`src/rtl/pipe_adder_pkg.sv`:
```
// ----------------------------------------------------------------------------
// pipe_adder_pkg
// Shared constants, helpers and record types for the pipelined adder.
//   DEFAULT_WIDTH / DEFAULT_STAGES : default operand width and stage count
//   chunk_width()                  : bits resolved per pipeline stage
//   stage_rec_t                    : one stage's register contents, sized for
//                                    the default configuration
// ----------------------------------------------------------------------------
package pipe_adder_pkg;

    localparam int DEFAULT_WIDTH  = 16;
    localparam int DEFAULT_STAGES = 4;

    function automatic int chunk_width(input int width, input int stages);
        return width / stages;
    endfunction

    // lo_sum holds the sum bits already resolved; hi_a/hi_b hold the operand
    // bits not yet consumed. Only the relevant slices are meaningful at a
    // given stage.
    typedef struct packed {
        logic                     valid;
        logic                     carry;
        logic [DEFAULT_WIDTH-1:0] lo_sum;
        logic [DEFAULT_WIDTH-1:0] hi_a;
        logic [DEFAULT_WIDTH-1:0] hi_b;
    } stage_rec_t;

endpackage

```
`src/rtl/pipe_adder_chunk.sv`:
```
// ----------------------------------------------------------------------------
// adder_chunk
// Purely combinational CHUNK-bit adder with carry in and carry out.
//   a, b : CHUNK-bit operands
//   cin  : carry in
//   sum  : (a + b + cin) mod 2^CHUNK
//   cout : carry out of the chunk
// ----------------------------------------------------------------------------
module adder_chunk #(
    parameter int CHUNK = 4
) (
    input  logic [CHUNK-1:0] a,
    input  logic [CHUNK-1:0] b,
    input  logic             cin,
    output logic [CHUNK-1:0] sum,
    output logic             cout
);

    assign {cout, sum} = {1'b0, a} + {1'b0, b} + {{CHUNK{1'b0}}, cin};

endmodule

```
`src/rtl/pipe_adder.sv`:
```
// ----------------------------------------------------------------------------
// pipe_adder
// WIDTH-bit adder with carry-in, split over STAGES register stages. Stage k
// resolves bits [k*CHUNK +: CHUNK]; the inter-chunk carry is registered.
// Valid/ready streaming handshake; the whole pipe advances or stalls as one.
//   clk, rst_n          : clock, asynchronous active-low reset
//   in_valid / in_ready : input beat handshake
//   a, b, cin           : operands and carry in
//   out_valid/out_ready : output beat handshake
//   sum, cout           : result, driven straight from the last stage flops
// ----------------------------------------------------------------------------
module pipe_adder
    import pipe_adder_pkg::*;
#(
    parameter int WIDTH  = DEFAULT_WIDTH,
    parameter int STAGES = DEFAULT_STAGES
) (
    input  logic             clk,
    input  logic             rst_n,
    input  logic             in_valid,
    output logic             in_ready,
    input  logic [WIDTH-1:0] a,
    input  logic [WIDTH-1:0] b,
    input  logic             cin,
    output logic             out_valid,
    input  logic             out_ready,
    output logic [WIDTH-1:0] sum,
    output logic             cout
);

    localparam int CHUNK = chunk_width(WIDTH, STAGES);

    if (WIDTH < 1 || STAGES < 1 || (WIDTH % STAGES) != 0) begin : g_param_check
        $error("pipe_adder: STAGES must be >= 1 and divide WIDTH (>= 1)");
    end

    // The pipe moves as a unit: it may shift whenever the final slot is
    // empty or being consumed. Independent of in_valid by design.
    logic advance;
    assign advance  = !out_valid || out_ready;
    assign in_ready = advance;

    genvar gi;
    for (gi = 0; gi < STAGES; gi++) begin : g_stage
        localparam int LO  = gi * CHUNK;   // sum bits resolved before this stage
        localparam int REM = WIDTH - LO;   // operand bits still unconsumed here

        logic [REM-1:0]      a_rem;
        logic [REM-1:0]      b_rem;
        logic                carry_in;
        logic                valid_in;
        logic [CHUNK-1:0]    s_chunk;
        logic                c_chunk;
        logic [LO+CHUNK-1:0] s_next;

        logic                v_q;
        logic                c_q;
        logic [LO+CHUNK-1:0] s_q;

        if (gi == 0) begin : g_src
            assign a_rem    = a;
            assign b_rem    = b;
            assign carry_in = cin;
            assign valid_in = in_valid;
            assign s_next   = s_chunk;
        end else begin : g_src
            assign a_rem    = g_stage[gi-1].g_ops.a_q;
            assign b_rem    = g_stage[gi-1].g_ops.b_q;
            assign carry_in = g_stage[gi-1].c_q;
            assign valid_in = g_stage[gi-1].v_q;
            // New chunk lands above the bits already resolved upstream.
            assign s_next   = {s_chunk, g_stage[gi-1].s_q};
        end

        adder_chunk #(.CHUNK(CHUNK)) u_chunk (
            .a    (a_rem[CHUNK-1:0]),
            .b    (b_rem[CHUNK-1:0]),
            .cin  (carry_in),
            .sum  (s_chunk),
            .cout (c_chunk)
        );

        always_ff @(posedge clk or negedge rst_n) begin
            if (!rst_n) begin
                v_q <= 1'b0;
                c_q <= 1'b0;
                s_q <= '0;
            end else if (advance) begin
                v_q <= valid_in;
                c_q <= c_chunk;
                s_q <= s_next;
            end
        end

        // Upper operand chunks travel only as far as they are still needed;
        // the last stage consumes the final chunk and stores none.
        if (gi < STAGES - 1) begin : g_ops
            localparam int NXT = REM - CHUNK;
            logic [NXT-1:0] a_q;
            logic [NXT-1:0] b_q;

            always_ff @(posedge clk or negedge rst_n) begin
                if (!rst_n) begin
                    a_q <= '0;
                    b_q <= '0;
                end else if (advance) begin
                    a_q <= a_rem[REM-1:CHUNK];
                    b_q <= b_rem[REM-1:CHUNK];
                end
            end
        end
    end

    assign out_valid = g_stage[STAGES-1].v_q;
    assign sum       = g_stage[STAGES-1].s_q;
    assign cout      = g_stage[STAGES-1].c_q;

endmodule

```
`config.mk`:
```
export PLATFORM = sky130hd
export DESIGN_NAME = pipe_adder
export DESIGN_NICKNAME = d
export VERILOG_FILES = /design/src/rtl/pipe_adder_pkg.sv /design/src/rtl/pipe_adder_chunk.sv /design/src/rtl/pipe_adder.sv
export SDC_FILE = /design/constraint.sdc
export NUM_CORES = 1
export LEC_CHECK = 0
export BUFFER_PORTS_ARGS = -buffer_cell sky130_fd_sc_hd__buf_2
export CELL_PAD_IN_SITES_DETAIL_PLACEMENT = 2
export CELL_PAD_IN_SITES_GLOBAL_PLACEMENT = 2
export CORE_MARGIN = 2
export CORE_UTILIZATION = 35
export CTS_BUF_LIST = sky130_fd_sc_hd__clkbuf_16
export DETAILED_ROUTE_END_ITERATION = 10
export GPL_ROUTABILITY_DRIVEN = 0
export PLACE_DENSITY = 0.83
export SYNTH_ARGS = -nofsm -noshare
export SYNTH_HDL_FRONTEND = slang
export SYNTH_SLANG_ARGS = --single-unit
```
`constraint.sdc`:
```
create_clock -name clk -period 2.3 [get_ports clk]
set_clock_uncertainty 0.05 [all_clocks]
set_input_delay 0.115 -clock clk [delete_from_list [all_inputs] [get_ports clk]]
set_output_delay 0.115 -clock clk [all_outputs]
set_load 0.01 [all_outputs]
```
==> impl_metrics.env, run 1 <==
export IMPL_result_of_the_run="completed"
export IMPL_layout_nets=578
export IMPL_dr_max_layer_used="met4"
export IMPL_grt_ovfl_total=0
export IMPL_worst_path_max_delay_cell="fa_1"
export IMPL_fp_dieW_um=112.5
export IMPL_synth_warnings=0
export IMPL_cts_htree_levels=3
export IMPL_fmax_ghz=0.5176
export IMPL_leakage_nw=2.685
export IMPL_number_of_diodes_added_for_antenna_fixing=0
export IMPL_synthesized_area_fraction_occupied_by_ao_oa_aoi_and_oai_cells_pct=5.463
export IMPL_post_cts_setup_buffer_count=0
export IMPL_cts_inserted_buffers=9
export IMPL_postSynthCellCount=444
export IMPL_yosys_register_bits=96
export IMPL_grt_antenna_before_repair=0
export IMPL_regToRegStartpoint="g_stage[2].c_q$_DFFE_PN0P_"
export IMPL_clock_power_share_pct=20.6
export IMPL_ctsHoldBuffers=26
export IMPL_crit_path_max_incr_delay_ns=0.48
export IMPL_cp_end_kind="register"
export IMPL_sum_of_net_half_perimeters_after_detailed_placement_um=6315
export IMPL_layout_min_cycle_time_ns=1.932
export IMPL_combPwrFrac_pct=36.1
export IMPL_met3_wire_len_um=201
export IMPL_syn_num_nets=501
export IMPL_cp_cell_sequence="fa_1 -> fa_1 -> a21o_1 -> a21oi_1 -> a21oi_1"
export IMPL_clockRootBuffer="clkbuf_16"
export IMPL_layout_drive_gt1_share_pct=15.05
export IMPL_detailedRoute_firstPassIterationCount=4
export IMPL_worstSetupStartpoint="g_stage[2].c_q$_DFFE_PN0P_"
export IMPL_signed_area_change_from_the_synthesized_netlist_to_the_final_layout_pct=22.12
export IMPL_yosys_area_top_type="dfrtp_1"
export IMPL_drc=0
export IMPL_critical_path_required_ns=2.48
export IMPL_switchingPower_mw=2.503
export IMPL_clock_sinks=96
export IMPL_tritoncts="built"
export IMPL_via_count=3164
export IMPL_core_sq_mm=0.01147
export IMPL_drv_cap=0
export IMPL_arrival_time_reported_for_the_critical_path_endpoint_ns=2.11
export IMPL_crit_type="reg2reg"
export IMPL_wl_met2_um=5792
export IMPL_place_inst=627
export IMPL_largest_family_of_logic_cells_by_synthesized_area="simple AND/OR/NAND/NOR gates"
export IMPL_first_global_vias=3682
export IMPL_hold_path_startpoint="cin"
export IMPL_synth_lib_cells_used_distinct=25
export IMPL_die_height_um=112.5
export IMPL_placement_io_buffers=55
export IMPL_setup_viol_count_final=0
export IMPL_worst_skew_pair_late_latency_ns=0.35
export IMPL_syn_area_sq_mm=0.004123
export IMPL_final_period_utilization_pct=83.99
export IMPL_maxSlewViolCount=0
export IMPL_timing_critical_path_fanout_max=2
export IMPL_power_density_cell_area_mw_per_mm2=1308
export IMPL_setup_worst_path_start_class="register"
export IMPL_drt_iter0_drc=148
export IMPL_power_frac_seq_pct=43.3
export IMPL_die_area_sq_mm=0.01266
export IMPL_tns_ns=0
export IMPL_wl_per_cell_um=15.87
export IMPL_final_hold_violation_count=0
export IMPL_post_synth_top_area_fraction_pct=58.27
export IMPL_count_of_filler_cells_inserted_in_the_layout=1209
export IMPL_grt_pass1_wl_um=17900
export IMPL_timing_slew_headroom_pct=39.73
export IMPL_worst_slew_pin_transition_ns=0.9041
export IMPL_ys_seq_area_share_pct=58.27
export IMPL_synth_top_cells_by_area="dfrtp_1, nand2_1, fa_1, ha_1, o21ai_1"
export IMPL_maximum_number_of_pins_on_one_net_before_global_route_repair=91
export IMPL_ant_nets=0
export IMPL_synthMuxAreaShare_pct=0
export IMPL_cell_internal_pwr_mw=4.082
export IMPL_drt_total_wl_um=10600
export IMPL_initial_utilization_pct=35.95
export IMPL_synth_xor_area_share_pct=0.8498
export IMPL_finish_cell_count_without_fillers=668
export IMPL_p_sw_share_pct=38.01
export IMPL_yosys_area_share_adder_pct=7.527
export IMPL_vdd_drop_max_uv=887.0
export IMPL_syn_avg_cell_area_sq_um=9.285
export IMPL_io_pins=56
export IMPL_class_of_the_tightest_hold_or_removal_check="in2reg"
export IMPL_multiInputGateArea_sq_mm=0.001533
export IMPL_grt_setup_unrepaired="no"
export IMPL_wirelength_met1_um=4422
export IMPL_synth_simple_gate_area_share_pct=23.22
export IMPL_clk_pin_slew_worst_paths_ns=0.07
export IMPL_vias_per_cell=4.737
export IMPL_grt_total_usage_pct=17.86
export IMPL_register_area_sq_mm=0.002402
export IMPL_ctsResizeCount=0
export IMPL_ctsLongestPathBuffers=2
export IMPL_std_cell_rows=39
==> cells by family (layout without fill, tap and decap cells) <==
family	after synthesis	count (layout)
adders and majority gates	20	20
xor gates and xnor gates	4	4
AOI/OAI and AO/OA	38	38
DFF	96	96
buffers and inverters	36	117
and+or+nand+nor	250	250
==> state kept, by name (all words and copies together), names as in the netlist <==
signal / flops
g_stage.v_q: 3
g_stage.g_ops.a_q: 24
cout: 1
g_stage.s_q: 24
g_stage.c_q: 3
out_valid: 1
sum: 16
g_stage.g_ops.b_q: 24
==> Yosys cell counts, drive strengths merged <==
library cell  count
nor2b             5
nor3              1
nand2           233
o21ai            19
nand2b            1
inv              15
fa                8
buf              14
nor2             10
xnor2             1
xor2              3
a22oi             1
o21a              2
dfrtp            96
o31ai             1
a21o              4
ha               12
clkbuf            7
a21oi            11
==> per-stage QoR <==
step	total power [mW]	setup WS [ns]	instance area (sq um)	util, %	hold WS, ns
floorplan	4.404	0.5490	4123	-	-0.2306
global placement	4.962	0.4939	4519	39.41	0.1142
detailed placement	5.169	0.4300	4519	39.41	0.1216
CTS	6.698	0.3577	5035	43.91	0.07204
global route	7.120	0.2905	5035	43.91	0.1310
finish	6.585	0.3681	5035	43.91	0.07964
==> critical path, delay by kind of cell, from the launching register on <==
| family | cells | cell delay (ns) |
|---|---|---|
| AO/OA/AOI/OAI | 3 | 0.43 |
| flip-flops | 1 | 0.40 |
| adder cells (fa/ha/maj) | 2 | 0.93 |
==> metal layers <==
metal,vias to the layer above,track usage (%)
li1,1511,-
met1,1605,20.95
met2,34,32.89
met3,14,2.700
met4,0,6.829
met5,-,0
==> cell usage in the layout (no fill, tap or decap), types with 2 or more instances in the layout <==
cell and count:
nand2_1 233, dfrtp_1 96, buf_2 54, dlygate4sd3_1 26, inv_1 16, o21ai_1 16
ha_1 12, nor2_1 10, clkbuf_16 9, fa_1 8, a21oi_1 7, buf_4 5
nor2b_1 4, a21oi_2 4, a21o_1 4, clkinv_2 3, o21ai_0 3, xor2_1 3
o21a_1 2, buf_12 2
==> path summary, 6_finish.rpt <==
check                                                            to  slack, ns  cells after the start
worst max-delay path                               cout$_DFFE_PN0P_       0.37                      5
worst min-delay path                  g_stage[0].s_q[0]$_DFFE_PN0P_       0.08                      4
worst max register to register                     cout$_DFFE_PN0P_       0.37                      5
worst min register to register                  sum[13]$_DFFE_PN0P_       0.41                      2
max in group asynchronous       g_stage[1].g_ops.b_q[3]$_DFFE_PN0P_       1.24                      3
min in group asynchronous       g_stage[0].g_ops.a_q[4]$_DFFE_PN0P_       0.26                      2
==> cell type report <==
cell class	instances	share of cell area, %
clock inverter	6	0.5964
clock buffer	9	4.473
multi-input combinational	312	30.44
sequential	96	47.71
tap	143	3.554
inverter	15	1.143
timing repair buffer	87	12.08
==> power groups by stage <==
stage	Sequential [mW]	Combinational [mW]	Clock [mW]
detailed placement	2.88	2.29	0
CTS	2.86	2.44	1.39
finish	2.85	2.38	1.36
global placement	2.83	2.13	0
global route	2.95	2.72	1.45
floorplan	2.84	1.57	0
Power figures use the tool's default switching activity.
==> run 2: changes to the inputs <==
--- a/config.mk
+++ b/config.mk
@@ -9,11 +9,11 @@
 export CELL_PAD_IN_SITES_DETAIL_PLACEMENT = 2
 export CELL_PAD_IN_SITES_GLOBAL_PLACEMENT = 2
 export CORE_MARGIN = 2
-export CORE_UTILIZATION = 35
+export CORE_UTILIZATION = 32
 export CTS_BUF_LIST = sky130_fd_sc_hd__clkbuf_16
 export DETAILED_ROUTE_END_ITERATION = 10
 export GPL_ROUTABILITY_DRIVEN = 0
-export PLACE_DENSITY = 0.83
+export PLACE_DENSITY = 0.8
 export SYNTH_ARGS = -nofsm -noshare
 export SYNTH_HDL_FRONTEND = slang
 export SYNTH_SLANG_ARGS = --single-unit
==> constraint.sdc (replaced) <==
create_clock -name clk -period 1.6 [get_ports clk]
set_clock_uncertainty 0.05 [all_clocks]
set_input_delay 0.08 -clock clk [delete_from_list [all_inputs] [get_ports clk]]
set_output_delay 0.08 -clock clk [all_outputs]
set_load 0.01 [all_outputs]
==> run 2 against run 1 <==
Sequential share of layout area fell by 2.5 points. Setup slack got worse by 0.50 ns. Critical path depth rose by 2. Fmax rose by 11%. Cell count rose by 7.0%. First-iteration DRC count fell by 22%. Non-clock buffer count rose by 18. The flow now finishes with violations (setup timing). Cell area rose by 5.5%. Sequential cell count did not move. Largest cell class unchanged. Combinational power rose by 74%. Sequential power rose by 46%.
==> impl_metrics.env, run 2 (synthesis results as in run 1) <==
export IMPL_die_height_um=117.5
export IMPL_most_common_layout_cells="nand2_1, dfrtp_1, buf_2, dlygate4sd3_1, buf_4"
export IMPL_vdd_drop_max_uv=637.2
export IMPL_layout_min_cycle_time_ns=1.737
export IMPL_placed_area_sq_mm=0.004633
export IMPL_r2r_slack_ns=-0.14
export IMPL_leakage_nw=2.793
export IMPL_final_common_cell="nand2_1"
export IMPL_worst_hold_path_num_cells=4
export IMPL_timing_slew_headroom_pct=73.27
export IMPL_sum_of_net_half_perimeters_after_detailed_placement_um=6821
export IMPL_drc=0
export IMPL_result_of_the_run="complete, but fails checks"
export IMPL_cts_htree_levels=3
export IMPL_combPwrFrac_pct=40.4
export IMPL_place_inst=662
export IMPL_drt_iter0_drc=116
export IMPL_clock_sinks=96
export IMPL_ctsLongestPathBuffers=2
export IMPL_final_period_utilization_pct=108.5
export IMPL_ff2ff_path_depth=7
export IMPL_final_hold_violation_count=0
export IMPL_finish_cell_count_without_fillers=715
export IMPL_setup_worst_path_start_class="register"
export IMPL_finish_utilization_pct=42.10
export IMPL_worst_path_max_delay_cell="fa_2"
export IMPL_grt_ovfl_total=0
export IMPL_hold_worst_slack_ns=0.05805
export IMPL_tritoncts="built"
export IMPL_via_count=3256
export IMPL_grt_setup_unrepaired="yes"
export IMPL_maximum_number_of_pins_on_one_net_before_global_route_repair=91
export IMPL_regToRegStartpoint="g_stage[1].g_ops.b_q[0]$_DFFE_PN0P_"
export IMPL_grt_antenna_before_repair=0
export IMPL_layout_drive_gt1_share_pct=22.10
export IMPL_cell_internal_pwr_mw=6.313
export IMPL_grt_total_usage_pct=17.05
export IMPL_final_design_area_no_fill_sq_mm=0.005313
export IMPL_violations="setup timing"
export IMPL_tns_ns=-0.6725
export IMPL_switchingPower_mw=3.927
export IMPL_class_of_the_tightest_hold_or_removal_check="in2reg"
export IMPL_drv_cap=0
export IMPL_worstReg2RegEnd="g_stage[2].s_q[10]$_DFFE_PN0P_"
export IMPL_crit_type="reg2reg"
export IMPL_clockRootBuffer="clkbuf_16"
export IMPL_die_area_sq_mm=0.01381
export IMPL_initial_utilization_pct=32.67
export IMPL_io_pins=56
export IMPL_crit_path_max_incr_delay_ns=0.41
export IMPL_global_route_usage_met2_pct=32.53
export IMPL_cts_inserted_buffers=9
export IMPL_cp_end_kind="register"
export IMPL_first_global_vias=3724
export IMPL_worst_slew_pin_transition_ns=0.4010
export IMPL_signed_area_change_from_the_synthesized_netlist_to_the_final_layout_pct=28.86
export IMPL_power_density_cell_area_mw_per_mm2=1928
export IMPL_count_of_filler_cells_inserted_in_the_layout=1408
export IMPL_ant_nets=0
export IMPL_worst_skew_pair_late_latency_ns=0.35
export IMPL_timing_critical_path_fanout_max=2
export IMPL_wl_per_cell_um=16.06
export IMPL_critical_path_required_ns=1.82
export IMPL_layout_top_registers="g_stage.g_ops.a_q: 24 flops, g_stage.g_ops.b_q: 24 flops, g_stage.s_q: 24 flops"
export IMPL_number_of_diodes_added_for_antenna_fixing=0
export IMPL_maxSlewViolCount=0
export IMPL_setup_ws_ns=-0.1365
export IMPL_layout_nets=596
export IMPL_clock_power_share_pct=19.0
export IMPL_fmax_ghz=0.5759
export IMPL_power_frac_seq_pct=40.6
export IMPL_drt_total_wl_um=11480
export IMPL_hold_worst_path_end="g_stage[0].s_q[0]$_DFFE_PN0P_"
export IMPL_hold_path_startpoint="cin"
export IMPL_gr_max_usage_layer="met2"
export IMPL_vias_per_cell=4.554
export IMPL_p_sw_share_pct=38.35
export IMPL_cp_cell_sequence="inv_2 -> fa_2 -> fa_2 -> buf_6 -> inv_2 -> o21ai_2 -> o21ai_1"
export IMPL_std_cell_rows=41
export IMPL_core_sq_mm=0.01262
export IMPL_placement_io_buffers=55
export IMPL_grtUsageMet1_pct=19.30
export IMPL_fp_dieW_um=117.5
export IMPL_met3_usage_pct=2.907
export IMPL_detailedRoute_firstPassIterationCount=4
export IMPL_grt_pass1_wl_um=18740
export IMPL_arrival_time_reported_for_the_critical_path_endpoint_ns=1.95
export IMPL_clk_pin_slew_worst_paths_ns=0.06
export IMPL_setup_viol_count_final=7
==> run 2: repair_timing <==
item | 4_1_cts | 5_1_grt
hold buffers | 26 | 0
resized for setup | 8 | 18
gates cloned | 0 | 0
buffers inserted | 2 | 10
endpoints found under the setup margin | 9 | 12
pin swaps | 5 | 8
endpoints found under the hold margin | 87 | 0
==> run 2: power by group through the flow <==
stage	sequential, mW	combinational (mW)	clock (mW)
5_1_grt	4.29	4.69	2.08
2_1_floorplan	4.08	2.27	0
3_5_place_dp	4.17	3.45	0
4_1_cts	4.14	3.72	1.99
3_3_place_gp	4.07	3.21	0
6_report	4.15	4.14	1.95
==> run 2: final cells by class <==
class                           instances  area, sq um  area share, %
Sequential cell                        96         2402          45.22
Multi-Input combinational cell        312         1600          30.12
Timing Repair Buffer                  105        778.2          14.65
Clock buffer                            9        225.2          4.239
Tap cell                              172        215.2          4.051
Inverter                               15        61.31          1.154
Clock inverter                          6        30.03         0.5652
==> run 2: worst max-delay path by stage <==
stage / cells after the start / slack, ns / from / endpoint
2_1_floorplan: 5 / -0.05 / g_stage[2].g_ops.b_q[0]$_DFFE_PN0P_ / cout$_DFFE_PN0P_
3_3_place_gp: 5 / -0.07 / g_stage[2].g_ops.b_q[0]$_DFFE_PN0P_ / sum[14]$_DFFE_PN0P_
3_5_place_dp: 6 / -0.15 / g_stage[1].c_q$_DFFE_PN0P_ / g_stage[2].c_q$_DFFE_PN0P_
4_1_cts: 5 / -0.14 / g_stage[2].c_q$_DFFE_PN0P_ / cout$_DFFE_PN0P_
5_1_grt: 7 / -0.19 / g_stage[1].g_ops.b_q[0]$_DFFE_PN0P_ / g_stage[2].s_q[10]$_DFFE_PN0P_
6_report: 7 / -0.14 / g_stage[1].g_ops.b_q[0]$_DFFE_PN0P_ / g_stage[2].s_q[10]$_DFFE_PN0P_
==> run 2: stage by stage <==
stage / worst slack, ns / total power, mW
floorplan: -0.04624 / 6.350
global placement: -0.06915 / 7.287
detailed placement: -0.1492 / 7.619
CTS: -0.1359 / 9.852
global route: -0.1933 / 11.06
finish: -0.1365 / 10.24
==> run 2: routing by layer <==
metal  share of wire, %  vias up
li1                   -     1552
met1                 40     1655
met2                 56       38
met3                2.1       11
met4                1.7        0
met5                  0        -
==> run 2: worst max-delay path, delay by kind of cell, from the launching register on <==
family	cells	cell delay, ns
buffers and inverters	3	0.24
DFF	1	0.36
AOI/OAI and AO/OA	2	0.19
adders and majority gates	2	0.82
==> run 3: changes to the inputs <==
--- a/config.mk
+++ b/config.mk
@@ -8,7 +8,6 @@
 export BUFFER_PORTS_ARGS = -buffer_cell sky130_fd_sc_hd__buf_2
 export CELL_PAD_IN_SITES_DETAIL_PLACEMENT = 2
 export CELL_PAD_IN_SITES_GLOBAL_PLACEMENT = 2
-export CORE_MARGIN = 2
 export CORE_UTILIZATION = 32
 export CTS_BUF_LIST = sky130_fd_sc_hd__clkbuf_16
 export DETAILED_ROUTE_END_ITERATION = 10
==> run 3 against run 2 <==
The flow still finishes with violations (setup timing). Utilization is 0.47 points higher. Sequential power about the same. Fmax up 1.1%. Sequential share of layout area is 0.32 points lower. Critical path depth down 2. Register-to-register slack better by 0.02 ns. Routed wire length down 6.8%. Hold slack lost 0.021 ns. Cell area rose by 0.71%. Global-route usage grew 0.54 points. Non-clock buffer count is 5 lower. Total power is 1.0% higher. Critical path type unchanged. Critical endpoint is now sum[14]$_DFFE_PN0P_. Largest cell class unchanged. Highest routed layer unchanged.
==> impl_metrics.env, run 3 (synthesis results as in run 1) <==
export IMPL_via_count=3230
export IMPL_signed_area_change_from_the_synthesized_netlist_to_the_final_layout_pct=29.77
export IMPL_grt_setup_unrepaired="yes"
export IMPL_finish_utilization_pct=42.57
export IMPL_power_frac_seq_pct=39.9
export IMPL_vdd_drop_max_uv=584.3
export IMPL_power_total_mw=10.34
export IMPL_placement_io_buffers=55
export IMPL_place_worst_setup_slack_ns=-0.1791
export IMPL_cts_inserted_buffers=9
export IMPL_grt_total_usage_pct=17.58
export IMPL_count_of_filler_cells_inserted_in_the_layout=1355
export IMPL_clock_power_share_pct=22.2
export IMPL_cts_htree_levels=3
export IMPL_crit_type="reg2reg"
export IMPL_maxSlewViolCount=0
export IMPL_drc=0
export IMPL_hold_path_startpoint="out_ready"
export IMPL_vias_per_cell=4.543
export IMPL_layout_min_cycle_time_ns=1.718
export IMPL_arrival_time_reported_for_the_critical_path_endpoint_ns=1.89
export IMPL_crit_path_end="sum[14]$_DFFE_PN0P_"
export IMPL_setup_viol_count_final=4
export IMPL_class_of_the_tightest_hold_or_removal_check="in2reg"
export IMPL_worst_slew_pin_transition_ns=0.3943
export IMPL_clockRootBuffer="clkbuf_16"
export IMPL_core_sq_mm=0.01257
export IMPL_violations="setup timing"
export IMPL_grt_pass1_wl_um=17780
export IMPL_switchingPower_mw=3.769
export IMPL_first_global_vias=3717
export IMPL_setup_ws_ns=-0.1180
export IMPL_number_of_diodes_added_for_antenna_fixing=0
export IMPL_drt_total_wl_um=10700
export IMPL_most_common_layout_cells="nand2_1, dfrtp_1, buf_2, dlygate4sd3_1, o21ai_1"
export IMPL_leakage_nw=2.793
export IMPL_r2r_slack_ns=-0.12
export IMPL_layout_nets=591
export IMPL_grt_antenna_before_repair=0
export IMPL_timing_slew_headroom_pct=73.71
export IMPL_ctsLongestPathBuffers=2
export IMPL_result_of_the_run="complete, but fails checks"
export IMPL_die_height_um=115.5
export IMPL_layout_drive_gt1_share_pct=21.34
export IMPL_setup_worst_path_start_class="register"
export IMPL_die_area_sq_mm=0.01334
export IMPL_std_cell_rows=41
export IMPL_worstReg2RegEnd="sum[14]$_DFFE_PN0P_"
export IMPL_final_hold_violation_count=0
export IMPL_fmax_ghz=0.5821
export IMPL_worstSetupStartpoint="g_stage[2].g_ops.b_q[0]$_DFFE_PN0P_"
export IMPL_sum_of_net_half_perimeters_after_detailed_placement_um=6605
export IMPL_initial_utilization_pct=32.80
export IMPL_power_density_cell_area_mw_per_mm2=1934
export IMPL_ant_nets=0
export IMPL_cell_internal_pwr_mw=6.576
export IMPL_drv_cap=0
export IMPL_regToRegStartpoint="g_stage[2].g_ops.b_q[0]$_DFFE_PN0P_"
export IMPL_clk_pin_slew_worst_paths_ns=0.07
export IMPL_clock_sinks=96
export IMPL_cp_end_kind="register"
export IMPL_detailedRoute_firstPassIterationCount=4
export IMPL_fp_dieW_um=115.5
export IMPL_combPwrFrac_pct=37.9
export IMPL_timing_critical_path_fanout_max=2
export IMPL_p_sw_share_pct=36.43
export IMPL_tns_ns=-0.3653
export IMPL_grt_ovfl_total=0
export IMPL_io_pins=56
export IMPL_wl_per_cell_um=15.04
export IMPL_drt_iter0_drc=91
export IMPL_final_common_cell="nand2_1"
export IMPL_final_period_utilization_pct=107.4
export IMPL_ff2ff_path_depth=5
export IMPL_tritoncts="built"
export IMPL_critical_path_required_ns=1.77
export IMPL_worst_skew_pair_late_latency_ns=0.35
export IMPL_maximum_number_of_pins_on_one_net_before_global_route_repair=91
export IMPL_layout_top_registers="g_stage.g_ops.a_q: 24 flops, g_stage.g_ops.b_q: 24 flops, g_stage.s_q: 24 flops"
-- run 3: cell types whose count changed in the layout (fill, tap and decap cells not counted), sizes merged --
| cell | previous run | this run |
|---|---|---|
| bufinv | 0 | 2 |
| buf | 79 | 74 |
| clkinvlp | 0 | 1 |
| inv | 16 | 15 |
| clkinv | 5 | 4 |
-- run 3: worst max-delay path: stages, from the launching register on --
cell     delay, ns
dfrtp_1       0.41
fa_2          0.41
fa_2          0.37
buf_6         0.13
xnor2_2       0.14
o21ai_1       0.09
-- run 3: worst min path at each step --
stage	endpoint	slack (ns)	cells after the start
global placement	sum[0]$_DFFE_PN0P_	-0.06	1
CTS	g_stage[0].s_q[1]$_DFFE_PN0P_	0.05	4
global route	g_stage[0].s_q[0]$_DFFE_PN0P_	0.05	5
detailed placement	g_stage[2].s_q[1]$_DFFE_PN0P_	-0.06	1
floorplan	cout$_DFFE_PN0P_	-0.27	0
finish	g_stage[0].s_q[0]$_DFFE_PN0P_	0.04	5
-- run 3: per-stage QoR --
stage                     instance area, sq um  hold slack, ns  instances
after floorplan                           4130         -0.2656        444
final                                     5350         0.03675        711
after CTS                                 5266         0.04509        705
after global placement                    4651        -0.06169        661
after detailed placement                  4651        -0.06223        661
after global routing                      5350         0.04606        711
-- run 3: layer usage --
metal | share of wire (%) | GRT usage [%]
met3 | 1.9 | 3.556
met4 | 1.8 | 7.792
met2 | 55 | 31.98
met5 | 0 | 0
met1 | 41 | 19.89
-- run 3: layout make-up --
class,count,area [sq um],area share [%]
clock buffers,9,225.2,4.210
clock inverters,7,87.58,1.637
inverters,15,61.31,1.146
multi-input cells,312,1599,29.89
flip-flops and latches,96,2402,44.90
well taps,172,215.2,4.022
repair buffers,100,759.5,14.20
-- run 3: power by group through the flow --
stage	Sequential [mW]	Clock, mW	Combinational, mW
6_report	4.13	2.30	3.92
5_1_grt	4.27	2.45	4.44
4_1_cts	4.15	2.35	3.76
3_5_place_dp	4.15	0	3.50
3_3_place_gp	4.07	0	3.23
2_1_floorplan	4.08	0	2.27
-- run 3: what timing repair did --
action                                 in CTS  in global routing
setup endpoints to repair                   8                 13
gates cloned                                0                  0
gates resized for setup                    10                 14
hold buffers                               26                  0
buffers inserted                            2                  6
endpoints found under the hold margin     121                  0
pin swaps                                   6                 10
